### config.mk
export PLATFORM = sky130hd
export DESIGN_NAME = uart_boot_sequencer
export DESIGN_NICKNAME = d
export VERILOG_FILES = /design/src/rtl/uart_boot_sequencer.sv
export SDC_FILE = /design/constraint.sdc
export NUM_CORES = 1
export LEC_CHECK = 0
export BUFFER_PORTS_ARGS = -buffer_cell sky130_fd_sc_hd__clkbuf_2
export CORE_UTILIZATION = 47
export CTS_CLUSTER_SIZE = 8
export DETAILED_ROUTE_END_ITERATION = 12
export PLACE_DENSITY = 0.74
export SYNTH_ARGS = -nofsm -noshare
export SYNTH_HDL_FRONTEND = slang
export SYNTH_SLANG_ARGS = --single-unit
### constraint.sdc
create_clock -name clk -period 6 [get_ports clk]
set_input_delay 0.6 -clock clk [delete_from_list [all_inputs] [get_ports clk]]
set_output_delay 0.6 -clock clk [all_outputs]
set_load 0.05 [all_outputs]
### src/rtl/uart_boot_sequencer.sv
// Boot loader: polls the UART RX FIFO over AXI4-Lite, reads a length header and
// copies that many 64-bit words into memory, holding the CPU in reset until finished.
module uart_boot_sequencer #(
    parameter logic [31:0] UART_BASE = 32'h0000_0000,
    parameter logic [31:0] LOAD_BASE = 32'h0000_0000,
    parameter int          MAX_WORDS = 4096,
    parameter int          POLL_GAP  = 64
) (
    input  logic        clk,
    input  logic        rst,
    input  logic        start,
    output logic [31:0] u_araddr,
    output logic        u_arvalid,
    input  logic        u_arready,
    input  logic [63:0] u_rdata,
    input  logic        u_rvalid,
    output logic        u_rready,
    output logic [31:0] m_awaddr,
    output logic        m_awvalid,
    input  logic        m_awready,
    output logic [63:0] m_wdata,
    output logic [7:0]  m_wstrb,
    output logic        m_wvalid,
    input  logic        m_wready,
    input  logic [1:0]  m_bresp,
    input  logic        m_bvalid,
    output logic        m_bready,
    output logic        cpu_rst,
    output logic        busy,
    output logic        done,
    output logic        error,
    output logic [31:0] words_loaded
);

    typedef enum logic [3:0] {
        S_IDLE,
        S_POLL_AR,
        S_POLL_R,
        S_WAIT,
        S_POP_AR,
        S_POP_R,
        S_MEM_WR,
        S_MEM_B,
        S_DONE,
        S_ERROR
    } state_t;

    state_t      state, state_next;
    logic [31:0] gap_cnt, gap_next;
    logic [31:0] remaining, rem_next;
    logic        header_phase, hdr_next;
    logic [63:0] wdata_q, wdata_next;
    logic        aw_done, aw_done_next;
    logic        w_done, w_done_next;
    logic [31:0] loaded_next;

    always_ff @(posedge clk) begin
        if (rst) begin
            state        <= S_IDLE;
            gap_cnt      <= '0;
            remaining    <= '0;
            header_phase <= 1'b1;
            wdata_q      <= '0;
            aw_done      <= 1'b0;
            w_done       <= 1'b0;
            words_loaded <= '0;
        end else begin
            state        <= state_next;
            gap_cnt      <= gap_next;
            remaining    <= rem_next;
            header_phase <= hdr_next;
            wdata_q      <= wdata_next;
            aw_done      <= aw_done_next;
            w_done       <= w_done_next;
            words_loaded <= loaded_next;
        end
    end

    // A word is popped only once the FIFO holds a full 8 bytes, so no pop is ever short.
    always_comb begin
        state_next   = state;
        gap_next     = gap_cnt;
        rem_next     = remaining;
        hdr_next     = header_phase;
        wdata_next   = wdata_q;
        aw_done_next = aw_done;
        w_done_next  = w_done;
        loaded_next  = words_loaded;
        case (state)
            S_IDLE: begin
                if (start) begin
                    state_next = S_POLL_AR;
                    hdr_next   = 1'b1;
                end
            end
            S_POLL_AR: begin
                if (u_arready) state_next = S_POLL_R;
            end
            S_POLL_R: begin
                if (u_rvalid) begin
                    if (u_rdata >= 64'd8) begin
                        state_next = S_POP_AR;
                    end else begin
                        gap_next   = 32'(POLL_GAP);
                        state_next = S_WAIT;
                    end
                end
            end
            S_WAIT: begin
                if (gap_cnt <= 32'd1) state_next = S_POLL_AR;
                else gap_next = gap_cnt - 32'd1;
            end
            S_POP_AR: begin
                if (u_arready) state_next = S_POP_R;
            end
            S_POP_R: begin
                if (u_rvalid) begin
                    if (header_phase) begin
                        if (u_rdata == 64'd0) begin
                            state_next = S_DONE;
                        end else if (u_rdata > 64'(MAX_WORDS)) begin
                            state_next = S_ERROR;
                        end else begin
                            rem_next   = u_rdata[31:0];
                            hdr_next   = 1'b0;
                            state_next = S_POLL_AR;
                        end
                    end else begin
                        wdata_next   = u_rdata;
                        aw_done_next = 1'b0;
                        w_done_next  = 1'b0;
                        state_next   = S_MEM_WR;
                    end
                end
            end
            S_MEM_WR: begin
                aw_done_next = aw_done | m_awready;
                w_done_next  = w_done | m_wready;
                if (aw_done_next && w_done_next) state_next = S_MEM_B;
            end
            S_MEM_B: begin
                if (m_bvalid) begin
                    if (m_bresp != 2'b00) begin
                        state_next = S_ERROR;
                    end else begin
                        loaded_next = words_loaded + 32'd1;
                        rem_next    = remaining - 32'd1;
                        state_next  = (remaining == 32'd1) ? S_DONE : S_POLL_AR;
                    end
                end
            end
            default: state_next = state;
        endcase
    end

    // Address and data come from registered state, so they hold steady while valid is up.
    assign u_araddr  = (state == S_POP_AR)  ? UART_BASE + 32'h8 :
                       (state == S_POLL_AR) ? UART_BASE : 32'h0;
    assign u_arvalid = (state == S_POLL_AR) || (state == S_POP_AR);
    assign u_rready  = (state == S_POLL_R) || (state == S_POP_R);
    assign m_awaddr  = LOAD_BASE + {words_loaded[28:0], 3'b000};
    assign m_awvalid = (state == S_MEM_WR) && !aw_done;
    assign m_wvalid  = (state == S_MEM_WR) && !w_done;
    assign m_wdata   = wdata_q;
    assign m_wstrb   = 8'hFF;
    assign m_bready  = (state == S_MEM_B);
    assign cpu_rst   = (state != S_DONE);
    assign busy      = (state != S_IDLE) && (state != S_DONE) && (state != S_ERROR);
    assign done      = (state == S_DONE);
    assign error     = (state == S_ERROR);

endmodule

==> results.toml <==
[cts]
cts_hold_buf = 0
cts_tree = "built"
cts_made_buffers = 17
clockBufferDepth = 2
clk_pin_slew_ns = 0.07
clkSinkCount = 167
postCtsSetupBuffers = 0
clkLatencyLatePin_ns = 0.44
clockRootBuffer = "clkbuf_16"
htreeDepth = 4
post_cts_resized = 0

[timing]
setup_viol = 0
rsz0062_at_grt = "no"
hold_viol = 0
slew_headroom_pct = 34.0
fmax_mhz = 299
finalCritPeriodShare_pct = 55.8
tightest_slew_ns = 0.981
finalMaxSlewViolations = 0
clock_skew_ns = 0.0109
finalSetupTns_ns = 0
fin_crit_ns = 3.35

[synthesis]
synth_edf_count = 0
synthTopCellsByArea = "dfxtp_1 (39%), nand2_1 (8.7%), a21oi_1 (6.7%)"
ys.flop_type = "dfxtp_1"
syn-cell-area_sq_um = 8550
yosysTopAreaCell = "dfxtp_1"
ys_types = 74
syn_inst = 1093
async_flop_share_pct = 0
synth_warnings = 0
yosys.area.top_type_share_pct = 39.1
yosysSeqAreaShare_pct = 39.1
ys_ff_latch = 167
avgSynthCellArea_sq_um = 7.82

[placement]
gp_congestion = 0.847
hpwlAfterDp_um = 15600
port_buffers = 208

[die]
rows = 48
core_area_sq_um = 17500
fp.dieArea_sq_um = 18700
die_w_um = 137
io_pins = 251
start_util_pct = 48.7
fp.dieH_um = 137

[setup_path]
cp_data_arrival_time_ns = 3.70
crit_fanout = 61
slowest_stage = "dfxtp_1"
crit_type = "reg -> reg"
critPathMaxStageDelay_ns = 0.68
crit_chain = "nand4b_2 -> buf_4 -> inv_2 -> nand3_2 -> nor4_4 -> nand3_1 -> or3_1 -> a21oi_1"
crit_path_end_kind = "flop"
critPathLaunchType = "flop"
required_ns = 6.35

[grt]
grt_pass1_vias = 6997
grt_start_max_net_pins = 81
grt_pass1_wl_um = 35400
antenna_found_initial = 0
grt_usage_pct = 23.9
grt_overflow_total = 0

[drt]
drc = 0
wl_um = 22200
vias_per_cell = 5.49
vias = 8119
dr.pass1.iters = 6
antenna_left = 0
wl_per_cell_um = 15.0
drtIter0Drc = 650

[final_layout]
antennaDiodeCount = 0
drive_gt1_share_pct = 23.1
num-nets-final = 1319
area_growth_pct = 15.6
finish.utilization_pct = 56.3

[flow_run]
cap_violations = 0

[power_and_ir_drop]
p_leak_uw = 0.00415
power_density_nw_per_um2 = 243
ir_drop_mv = 0.210

[outcome]
status = "completed"

[min_path]
hold_class = "in -> reg"
[flip-flops by register name, indices dropped and copies added, names as in the netlist]
| name | cells |
|---|---|
| remaining | 32 |
| m_wdata | 64 |
| state | 4 |
| words_loaded | 32 |
| aw_done | 1 |
| w_done | 1 |
| gap_cnt | 32 |
| header_phase | 1 |
[critical path: cells and delay by family, from the launching register on]
family                 cells  cell delay (ns)
AOI/OAI and AO/OA          1             0.16
buffers and inverters      2             0.75
DFF                        1             0.68
and+or+nand+nor            5             1.64
[per-layer routing]
metal  vias up  routed length, um  track usage (%)
met2       307              10300             35.7
met4         0                338             8.42
met3        33               1510             5.33
met1      3793              10000             33.6
met5         -                  0                0
li1       3986                  -                -
[final timing paths]
check,slack (ns),start,cells after the start,end
max,2.65,state[2],8,words_loaded[29]
max reg2reg,2.65,state[2],8,words_loaded[29]
min reg2reg,0.45,m_wdata[6],2,m_wdata[6]
min,0.40,u_rdata[58],3,m_wdata[58]
[power breakdown]
part | leakage (uW) | internal (uW) | total, uW | switching (uW)
registers | 0.00134 | 1110 | 1120 | 10.4
logic | 0.00253 | 44.7 | 193 | 148
clock network | 0.000276 | 593 | 1090 | 493
total | 0.00415 | 1750 | 2400 | 652
[placed cells by master (no fill, tap or decap), types with 5 or more instances in the layout]
cell	n
clkbuf_2	207
nand2_1	197
dfxtp_1	167
a21oi_1	115
nor2_1	114
conb_1	42
o21ai_0	39
nor3_1	34
xor2_1	31
nand3_1	30
nor4_1	27
xnor2_1	26
clkbuf_16	17
nand4_1	16
or3_1	14
inv_1	10
a21oi_2	10
and3_1	9
buf_4	8
and4_1	6
and2_1	5
or4_1	5
o41ai_1	5
o211ai_1	5
a22oi_1	5
o21a_1	5
ha_1	5
inv_6	5
[kinds of logic (layout without fill, tap and decap cells)]
family / count (synthesis) / in the layout / share of synthesized area, %
simple gates: 492 / 492 / 27.5
other cells: 2 / 42 / 0.0879
fa+ha+maj: 5 / 5 / 0.732
mux: 4 / 4 / 0.512
flops: 167 / 167 / 39.1
xor+xnor: 57 / 57 / 5.84
compound gates: 226 / 226 / 16.5
buf+inv: 140 / 260 / 9.72
[cell type report]
cell class / count / area [sq um]
clock buffer: 18 / 439
clock inverter: 14 / 139
fill: 1672 / 7660
inverter: 13 / 48.8
multi-input combinational: 826 / 4530
sequential: 167 / 3340
tap: 225 / 282
timing repair buffer: 215 / 1100
[cell usage after synthesis, types with 4 or more instances]
| master | n |
|---|---|
| nand2_1 | 197 |
| dfxtp_1 | 167 |
| a21oi_1 | 115 |
| nor2_1 | 114 |
| buf_4 | 72 |
| clkbuf_1 | 40 |
| o21ai_0 | 39 |
| nor3_1 | 34 |
| xor2_1 | 31 |
| nand3_1 | 30 |
| nor4_1 | 27 |
| xnor2_1 | 26 |
| nand4_1 | 16 |
| or3_1 | 14 |
| a21oi_2 | 10 |
| inv_1 | 10 |
| and3_1 | 9 |
| buf_2 | 7 |
| and4_1 | 6 |
| a22oi_1 | 5 |
| a31oi_1 | 5 |
| and2_1 | 5 |
| buf_1 | 5 |
| ha_1 | 5 |
| o211ai_1 | 5 |
| o21a_1 | 5 |
| o41ai_1 | 5 |
| or4_1 | 5 |
| a211oi_1 | 4 |
| a32o_1 | 4 |
| nand2b_1 | 4 |
| nor3b_1 | 4 |
| o32ai_1 | 4 |
| or2_2 | 4 |
[per-stage QoR]
stage | cells | power [uW] | cell area (sq um) | hold WS (ns) | setup WS, ns
final | 1478 | 2400 | 9880 | 0.396 | 2.65
after CTS | 1478 | 2420 | 9880 | 0.374 | 2.64
after detailed placement | 1446 | 1340 | 9300 | 0.446 | 2.34
after floorplan | 1133 | 1300 | 8700 | 0.440 | 3.52
after global routing | 1478 | 2490 | 9880 | 0.380 | 2.37
after global placement | 1446 | 1340 | 9300 | 0.441 | 2.41
Note: power is estimated with default switching activity, not from simulation.
